### config.mk
export PLATFORM = sky130hd
export DESIGN_NAME = pci_init32
export DESIGN_NICKNAME = d
export VERILOG_FILES = /design/src/rtl/pci_init32.sv
export SDC_FILE = /design/constraint.sdc
export NUM_CORES = 1
export LEC_CHECK = 0
export CORE_AREA = 5 5 133 103
export CTS_BUF_LIST = sky130_fd_sc_hd__clkbuf_16
export CTS_CLUSTER_DIAMETER = 100
export DETAILED_ROUTE_END_ITERATION = 10
export DIE_AREA = 0 0 138 108
export GPL_ROUTABILITY_DRIVEN = 0
export GPL_TIMING_DRIVEN = 0
export PLACE_DENSITY = 0.73
export SLEW_MARGIN = 0
export SYNTH_ARGS = -nofsm -noshare
export SYNTH_HDL_FRONTEND = slang
export SYNTH_SLANG_ARGS = --single-unit
### constraint.sdc
create_clock -name clk -period 2.1 [get_ports clk]
set_input_delay 0.42 -clock clk [delete_from_list [all_inputs] [get_ports clk]]
set_output_delay 0.42 -clock clk [all_outputs]
set_load 0.02 [all_outputs]
### src/rtl/pci_init32.sv
// pci_init32: single-beat 32-bit PCI memory read/write initiator.
// Define PCI_INIT_RETRY_EN to re-issue retried transactions automatically (up to 7 times).
module pci_init32 (
    input  logic        clk,
    input  logic        rst,
    input  logic        cmd_valid,
    output logic        cmd_ready,
    input  logic        cmd_wr,
    input  logic [31:0] cmd_addr,
    input  logic [31:0] cmd_wdata,
    input  logic [3:0]  cmd_be,
    output logic        done,
    output logic [2:0]  status,
    output logic [31:0] rdata,
    output logic        req_,
    output logic        frame_o,
    output logic        irdy_o,
    output logic        ctl_oe,
    output logic [31:0] ad_out,
    output logic        ad_oe,
    output logic [3:0]  cbe_out,
    output logic        cbe_oe,
    input  logic [31:0] ad_in,
    input  logic        gnt_,
    input  logic        frame_i,
    input  logic        irdy_i,
    input  logic        trdy_,
    input  logic        devsel_,
    input  logic        stop_
);
    typedef enum logic [2:0] {IDLE, REQ, ADDR, DATA, TURN} state_t;

    localparam logic [3:0] CMD_MEM_RD = 4'b0110;
    localparam logic [3:0] CMD_MEM_WR = 4'b0111;

    state_t      state_q, state_d;
    logic        wr_q, wr_d;
    logic [31:0] addr_q, addr_d;
    logic [31:0] wdata_q, wdata_d;
    logic [3:0]  be_q, be_d;
    logic [4:0]  cnt_q, cnt_d;
    logic        seen_q, seen_d;
    logic [2:0]  status_q, status_d;
    logic [31:0] rdata_q, rdata_d;
`ifdef PCI_INIT_RETRY_EN
    logic [2:0]  retry_q, retry_d;
`endif

    logic term_ok, term_retry, term_tabort, term_mabort, term_tout;

    // Data-phase terminations, listed in priority order.
    assign term_ok     = !trdy_ && !devsel_;
    assign term_retry  = !stop_ && trdy_ && !devsel_;
    assign term_tabort = !stop_ && devsel_ && seen_q;
    assign term_mabort = devsel_ && !seen_q && (cnt_q == 5'd5);
    assign term_tout   = (cnt_q == 5'd16);

    always_comb begin
        state_d   = state_q;
        wr_d      = wr_q;
        addr_d    = addr_q;
        wdata_d   = wdata_q;
        be_d      = be_q;
        cnt_d     = cnt_q;
        seen_d    = seen_q;
        status_d  = status_q;
        rdata_d   = rdata_q;
`ifdef PCI_INIT_RETRY_EN
        retry_d   = retry_q;
`endif
        cmd_ready = 1'b0;
        done      = 1'b0;
        req_      = 1'b1;
        frame_o   = 1'b1;
        irdy_o    = 1'b1;
        ctl_oe    = 1'b0;
        ad_out    = '0;
        ad_oe     = 1'b0;
        cbe_out   = '0;
        cbe_oe    = 1'b0;

        case (state_q)
            IDLE: begin
                cmd_ready = 1'b1;
                if (cmd_valid) begin
                    wr_d    = cmd_wr;
                    addr_d  = cmd_addr;
                    wdata_d = cmd_wdata;
                    be_d    = cmd_be;
`ifdef PCI_INIT_RETRY_EN
                    retry_d = '0;
`endif
                    state_d = REQ;
                end
            end
            REQ: begin
                req_ = 1'b0;
                if (!gnt_ && frame_i && irdy_i) state_d = ADDR;
            end
            ADDR: begin
                frame_o = 1'b0;
                ctl_oe  = 1'b1;
                ad_oe   = 1'b1;
                ad_out  = addr_q;
                cbe_oe  = 1'b1;
                cbe_out = wr_q ? CMD_MEM_WR : CMD_MEM_RD;
                cnt_d   = '0;
                seen_d  = 1'b0;
                state_d = DATA;
            end
            DATA: begin
                irdy_o  = 1'b0;
                ctl_oe  = 1'b1;
                ad_oe   = wr_q;
                ad_out  = wdata_q;
                cbe_oe  = 1'b1;
                cbe_out = ~be_q;
                if (term_ok) begin
                    status_d = 3'b000;
                    if (!wr_q) rdata_d = ad_in;
                    state_d  = TURN;
                end else if (term_retry) begin
`ifdef PCI_INIT_RETRY_EN
                    if (retry_q == 3'd7) begin
                        status_d = 3'b011;
                        state_d  = TURN;
                    end else begin
                        retry_d = retry_q + 3'd1;
                        state_d = REQ;
                    end
`else
                    status_d = 3'b011;
                    state_d  = TURN;
`endif
                end else if (term_tabort) begin
                    status_d = 3'b010;
                    state_d  = TURN;
                end else if (term_mabort) begin
                    status_d = 3'b001;
                    state_d  = TURN;
                end else if (term_tout) begin
                    status_d = 3'b100;
                    state_d  = TURN;
                end else begin
                    cnt_d  = cnt_q + 5'd1;
                    seen_d = seen_q || !devsel_;
                end
            end
            TURN: begin
                ctl_oe  = 1'b1;
                done    = 1'b1;
                state_d = IDLE;
            end
            default: state_d = IDLE;
        endcase
    end

    always_ff @(posedge clk) begin
        if (rst) begin
            state_q  <= IDLE;
            wr_q     <= 1'b0;
            addr_q   <= '0;
            wdata_q  <= '0;
            be_q     <= '0;
            cnt_q    <= '0;
            seen_q   <= 1'b0;
            status_q <= '0;
            rdata_q  <= '0;
        end else begin
            state_q  <= state_d;
            wr_q     <= wr_d;
            addr_q   <= addr_d;
            wdata_q  <= wdata_d;
            be_q     <= be_d;
            cnt_q    <= cnt_d;
            seen_q   <= seen_d;
            status_q <= status_d;
            rdata_q  <= rdata_d;
        end
    end

`ifdef PCI_INIT_RETRY_EN
    always_ff @(posedge clk) begin
        if (rst) retry_q <= '0;
        else     retry_q <= retry_d;
    end
`endif

    assign status = status_q;
    assign rdata  = rdata_q;
endmodule

== Word-level counts from Yosys, hierarchy flattened ==
Cells that the tools add are included.
Storage, ports and cells
  output and inout port bits: 79
  register bits after elaboration: 113
  word-level logic and storage cells: 86
  input port bits: 110
Operators by class
  equality and inequality tests: 14
  bitwise logic cells: 2
  $add $sub $neg: 1
  reduce and logical (&&, ||, !) cells: 25
  multiplexer cells: 35
Operators with widths (count)
  one-hot mux 32 bit (2 select lines): 1
  two-way mux 3 bit: 11
  two-way mux 5 bit: 5
  inequality test 2 bit (second input constant): 7
  two-way mux 1 bit: 13
  one-hot mux 3 bit (4 select lines): 1
  one-hot mux 5 bit (2 select lines): 1
  logical AND 1 bit: 9
  one-hot mux 4 bit (2 select lines): 1
  == test 3 x 2 -> 1 bit (second input constant): 2
  inequality test 6 bit (second input constant): 1
  AND reduction 3 bit: 2
  AND reduction 6 bit: 1
  adder 5 x 1 -> 5 bit (second input constant): 1
  == test 5 x 3 -> 1 bit (second input constant): 1
  == test 5 bit (second input constant): 1
  zero test 1 bit: 5
  nonzero test 5 bit: 1
  NOT 4 bit: 1
  one-hot mux 1 bit (2 select lines): 2
  AND reduction 2 bit: 2
  == test 3 x 1 -> 1 bit (second input constant): 1
  == test 3 bit (second input constant): 1
  zero test 3 bit: 1
  other kinds (5): 5

== Longest topological paths before layout ==
  word-level depth: 8
  gate-level depth with buffers: 9
  gate-level depth less buffers: 6

== Least setup slack after synthesis ==
Ideal clock, no wire load.
  path kind: reg-to-output
  start point: reg state_q[0]
  end point: out cbe_out[0]
  data required time: 1.680 ns
  setup slack: 0.052 ns
  arrival: 1.628 ns
  stages on the path, launching flop included: 6
  cells stage by stage: dfxtp_1 > buf_2 > clkbuf_1 > buf_1 > nor2_1 > a211oi_1
Between the ends
  word-level cells in the longest chain between the ends: 2
Ends and longest elaborated chain
  start: declaration: line 36  | state_t state_q, state_d;
  start signal: assignment: line 170  | state_q <= state_d;
  == test 3 x 2 -> 1 bit: line 82  | case (state_q)
  one-hot mux 4 bit (2 select lines) (*): line 82
  end: declaration: line 21  | output logic [3:0] cbe_out,
Mark *: on every way between the ends. The rest lies on a longest branch, timed or not.

== Worst setup path in the final report ==
  start point: reg state_q[0]
  end point: out ad_out[30]
Between the ends
  word-level cells in the longest chain between the ends: 2
Ends and longest elaborated chain
  == test 3 x 2 -> 1 bit: line 82
  one-hot mux 32 bit (2 select lines) (*): line 82
  end: declaration: line 19  | output logic [31:0] ad_out,
Marks and branches as above.

==> results list <==
- The run finished, with violations left.
- The checks that failed: setup timing.
- Crit-path slowest cell: sky130_fd_sc_hd__dfxtp_2
* Count of filler cells inserted in the layout: ~1.0k
- Wires add up to about 17 mm.
- Across every metal layer, demand over resource in global routing totals between 20% and 30%.
* NumNets Final: 945
- Using the TritonRoute via totals, the vias-per-cell ratio works out to 5.04.
* Total count of max-transition violations in the final report: 0
- No sink is reached through more buffers than the 2 on the longest clock path.
- Antenna violations before repair: 1
- When the netlist entered floorplanning its net count stood at roughly 730.
* Kind of end point of the critical path: primary output
* Growth of design area from synthesis to finish: 65.6%
- Post-synthesis xor/xnor area fraction: 0%
- Critical-path cell list: buf_6 -> clkbuf_16 -> buf_12 -> buf_12 -> mux2i_4 -> nor2_4 -> buf_6
* Drt wl/cell: between 15 and 20 um
* Util after Layout: about two thirds
* TritonCTS Buffers: 17
* Pre-CTS setup slack: -0.754 ns
- The synthesized netlist devotes 13.8% of its cell area to compound gates.
- The number of buffers and inverters on the critical path is 5.
- Number of endpoints with negative hold slack in the final report: 0
- Maximum number of pins on one net before global-route repair: 17
- After technology mapping, the gate count stands at between 600 and 700.
- On the worst path, the slowest cell contributes a delay of 0.32 ns.
* Top-area cell type share of the netlist area: 47.5%
- Area share of fa/ha/maj cells after synthesis: less than 1%
* Achievable clock frequency: approximately 470 MHz
- CTS placed an instance of sky130_fd_sc_hd__clkbuf_16 at the clock tree root.
- The first global-routing pass estimated ~26 mm of wire.
- Initial cell density of the core: 39.2%
* Max Clock Skew: 0.00837 ns
* Flip-flop and latch count after synthesis: ~110
- Pin placement for this block handled 189 I/O pins.
* Design Area, Final: 7900 um^2
- The number of global-route vias before repair came to 4958.
- Post-route clock period utilization: 101%
* DIE WIDTH: approximately 140 um
* Insertion delay of the later-clocked pin in the worst-skew pair: around 0.4 ns
* Multiplexer fraction of the synthesized cell area: 8.11%
- For this design the static power due to leakage is ~2.9 nW.
- The biggest area contributor in the post-synthesis netlist is sky130_fd_sc_hd__dfxtp_1.
* Cell area reported after detailed placement: 6850 um^2
- Register-to-register setup slack: approximately 0.14 ns
- TritonCTS built the clock tree.
- For the worst setup path, the data required time is 1.68 ns.
* Hold-fix buffers, CTS: 0
- By area the synthesized netlist is led by sky130_fd_sc_hd__dfxtp_1 (47%), sky130_fd_sc_hd__nand2_1 (16%), sky130_fd_sc_hd__a21oi_1 (12%).
- The HPWL after detailed placement is roughly 12 mm.
- DIE AREA: ~15000 um^2
- Setup repair after global routing could not meet its margin everywhere.
- In the routed design, unresolved DRC markers number 0.
- The min-delay analysis places its worst path in the category reg -> reg.
* Sequential area share after synthesis: around 47%
- Dpl cells: about 970
* Core area: roughly 12000 um^2
- Number of H-tree levels: 4
- The first detailed-routing pass took 6 iterations.
* Area share of and/or/nand/nor cells after synthesis: around a quarter
* Post-route ant nets: 0
- After global routing the overflow that remains totals 0.
- Total inserted antenna cells: 0
- Final standard cell count with taps included and fillers excluded: slightly above 1k
* Area occupied by multi-input gates: 2530 um^2
* Dominant combinational cell family by area after synthesis: simple AND/OR/NAND/NOR gates
- Summing every instance area after synthesis gives 4770 um^2.
- Averaged over all synthesized cells, the footprint is just under 8 um^2.
- Power density normalized to cell area: 765 nW/um^2
- Initial drt markers: between 200 and 250
- Setup violations remaining at the end of the flow were counted as 3.
* Maximum Capacitance Violations: 0
- PnR Total Power: between 6 and 7 mW
* Number of buffer cells added on primary ports: roughly 190
- Transition time at the pin with the least slew margin: about 0.7 ns
- Distinct cells, synth: between 40 and 50
* Maximum fanout along the worst path: 6
* Vias post-DR: about 5k
* Worst vdd rail ir drop: roughly 0.00052 V
* Die Height: ~110 um
- Row generation in the floorplan step produced 35 rows.
* Shortest clock period the worst path allows after layout: about 2.1 ns
* Critical Path AT: about 1.7 ns
- Measured against its own limit, the worst slew margin works out to approximately 54%.
* Clock-pin slew on the worst setup and hold paths: ~0.050 ns
- Category of cells accounting for the largest share of critical-path delay: buffers and inverters
- The Yosys step of the flow raised 0 warnings.
* Setup WS post-layout: -0.0226 ns
* Type of the setup path with the least slack: reg -> out
* Sinks on the clock net: between 100 and 150
* Proportion of layout cells with a drive suffix above 1: a little under a fifth
- Worst setup SP type: register
* Sequential cell area: between 2000 and 2500 um^2
[cell usage after synthesis]
cell type,instances
sky130_fd_sc_hd__nor3b_1,2
sky130_fd_sc_hd__mux2_1,1
sky130_fd_sc_hd__o211ai_1,2
sky130_fd_sc_hd__nor2_4,1
sky130_fd_sc_hd__nand3b_1,1
sky130_fd_sc_hd__mux2i_1,35
sky130_fd_sc_hd__buf_2,18
sky130_fd_sc_hd__ha_1,3
sky130_fd_sc_hd__nor2_1,41
sky130_fd_sc_hd__o21ai_1,1
sky130_fd_sc_hd__or4_1,1
sky130_fd_sc_hd__nor3_1,4
sky130_fd_sc_hd__and4bb_2,1
sky130_fd_sc_hd__nand4b_1,1
sky130_fd_sc_hd__nand4_1,2
sky130_fd_sc_hd__nand2_1,208
sky130_fd_sc_hd__nor4_2,1
sky130_fd_sc_hd__o311ai_1,1
sky130_fd_sc_hd__inv_1,6
sky130_fd_sc_hd__nor3_2,1
sky130_fd_sc_hd__nand3_1,5
sky130_fd_sc_hd__and2_1,3
sky130_fd_sc_hd__a211oi_1,2
sky130_fd_sc_hd__mux2i_2,1
sky130_fd_sc_hd__nor4b_1,1
sky130_fd_sc_hd__or2_2,1
sky130_fd_sc_hd__nand2_2,1
sky130_fd_sc_hd__nor4bb_1,1
sky130_fd_sc_hd__o311ai_0,1
sky130_fd_sc_hd__a31oi_1,3
sky130_fd_sc_hd__buf_1,4
sky130_fd_sc_hd__inv_2,1
sky130_fd_sc_hd__a2111oi_2,1
sky130_fd_sc_hd__mux2_2,1
sky130_fd_sc_hd__buf_6,3
sky130_fd_sc_hd__clkbuf_1,21
sky130_fd_sc_hd__nor2b_1,3
sky130_fd_sc_hd__o21bai_1,1
sky130_fd_sc_hd__nand2b_1,5
sky130_fd_sc_hd__a21oi_1,110
sky130_fd_sc_hd__dfxtp_1,113
sky130_fd_sc_hd__o21ai_0,3
[tightest hold or removal path: stages, from the launching register on]
cell	delay, ns
sky130_fd_sc_hd__dfxtp_1	0.30
sky130_fd_sc_hd__nand2_1	0.05
sky130_fd_sc_hd__a21oi_1	0.05
[cell type report]
class	instances	share of cell area, %
multi-input combinational	450	32.0
inverter	7	0.333
timing repair buffer	197	24.4
tap	166	2.63
buffer	46	4.41
sequential	113	28.7
clock buffer	17	5.39
clock inverter	14	2.11
[per-stage QoR]
stage | hold WS, ns | setup TNS, ns
finish | 0.452 | -0.0434
global route | 0.466 | -0.476
CTS | 0.454 | -0.184
detailed placement | 0.446 | -23.26
global placement | 0.442 | -20.51
floorplan | 0.436 | 0
[sequential cells by signal (all words and copies together) (netlist names)]
register	count
seen_q	1
state_q	3
wr_q	1
addr_q	32
rdata	32
cnt_q	5
wdata_q	32
status	3
be_q	4
[routing by layer]
layer	up-vias	GRT usage, %	share of wire, %
li1	2477	-	-
met1	2364	27.1	44
met2	231	35.7	46
met3	14	7.87	9.0
met4	2	4.94	0.66
met5	-	0	0.066
[power breakdown]
part | switching, mW | internal, mW
Clock | 1.00 | 1.85
Sequential | 0.0659 | 2.24
Combinational | 0.429 | 0.450
[kinds of logic (layout without fill, tap and decap cells)]
group / count (synthesis) / count (layout)
and+or+nand+nor: 284 / 284
AOI/OAI and AO/OA: 125 / 125
DFF: 113 / 113
buffers and inverters: 53 / 281
muxes: 38 / 38
adders and majority gates: 3 / 3
[worst paths after layout]
| kind | startpoint | endpoint | cells after the start |
|---|---|---|---|
| setup reg to reg | cnt_q[1]$_SDFFE_PP0P_ | status[1]$_SDFFE_PP0P_ | 6 |
| hold reg to reg | addr_q[23]$_SDFFE_PP0P_ | addr_q[23]$_SDFFE_PP0P_ | 2 |
| hold / removal | addr_q[23]$_SDFFE_PP0P_ | addr_q[23]$_SDFFE_PP0P_ | 2 |
| setup / recovery | state_q[0]$_SDFFE_PP0P_ | ad_out[30] | 7 |
[cell usage in the layout (no fill, tap or decap), types with 6 or more instances in the layout]
master / count
sky130_fd_sc_hd__buf_12: 7
sky130_fd_sc_hd__clkbuf_1: 19
sky130_fd_sc_hd__nand2_1: 208
sky130_fd_sc_hd__mux2i_1: 22
sky130_fd_sc_hd__buf_4: 17
sky130_fd_sc_hd__nor2_4: 12
sky130_fd_sc_hd__clkbuf_16: 20
sky130_fd_sc_hd__a21oi_1: 110
sky130_fd_sc_hd__buf_2: 26
sky130_fd_sc_hd__nor2_1: 20
sky130_fd_sc_hd__clkdlybuf4s50_1: 143
sky130_fd_sc_hd__nor2_2: 10
sky130_fd_sc_hd__dfxtp_1: 110
sky130_fd_sc_hd__buf_6: 19
sky130_fd_sc_hd__inv_1: 6
sky130_fd_sc_hd__mux2i_4: 12
[what timing repair did]
action | 4_1_cts | 5_1_grt
setup buffers | 3 | 5
resized for setup | 258 | 41
setup endpoints to repair | 44 | 32
pin swaps | 1 | 4
cloned | 0 | 2
Power figures use the tool's default switching activity.
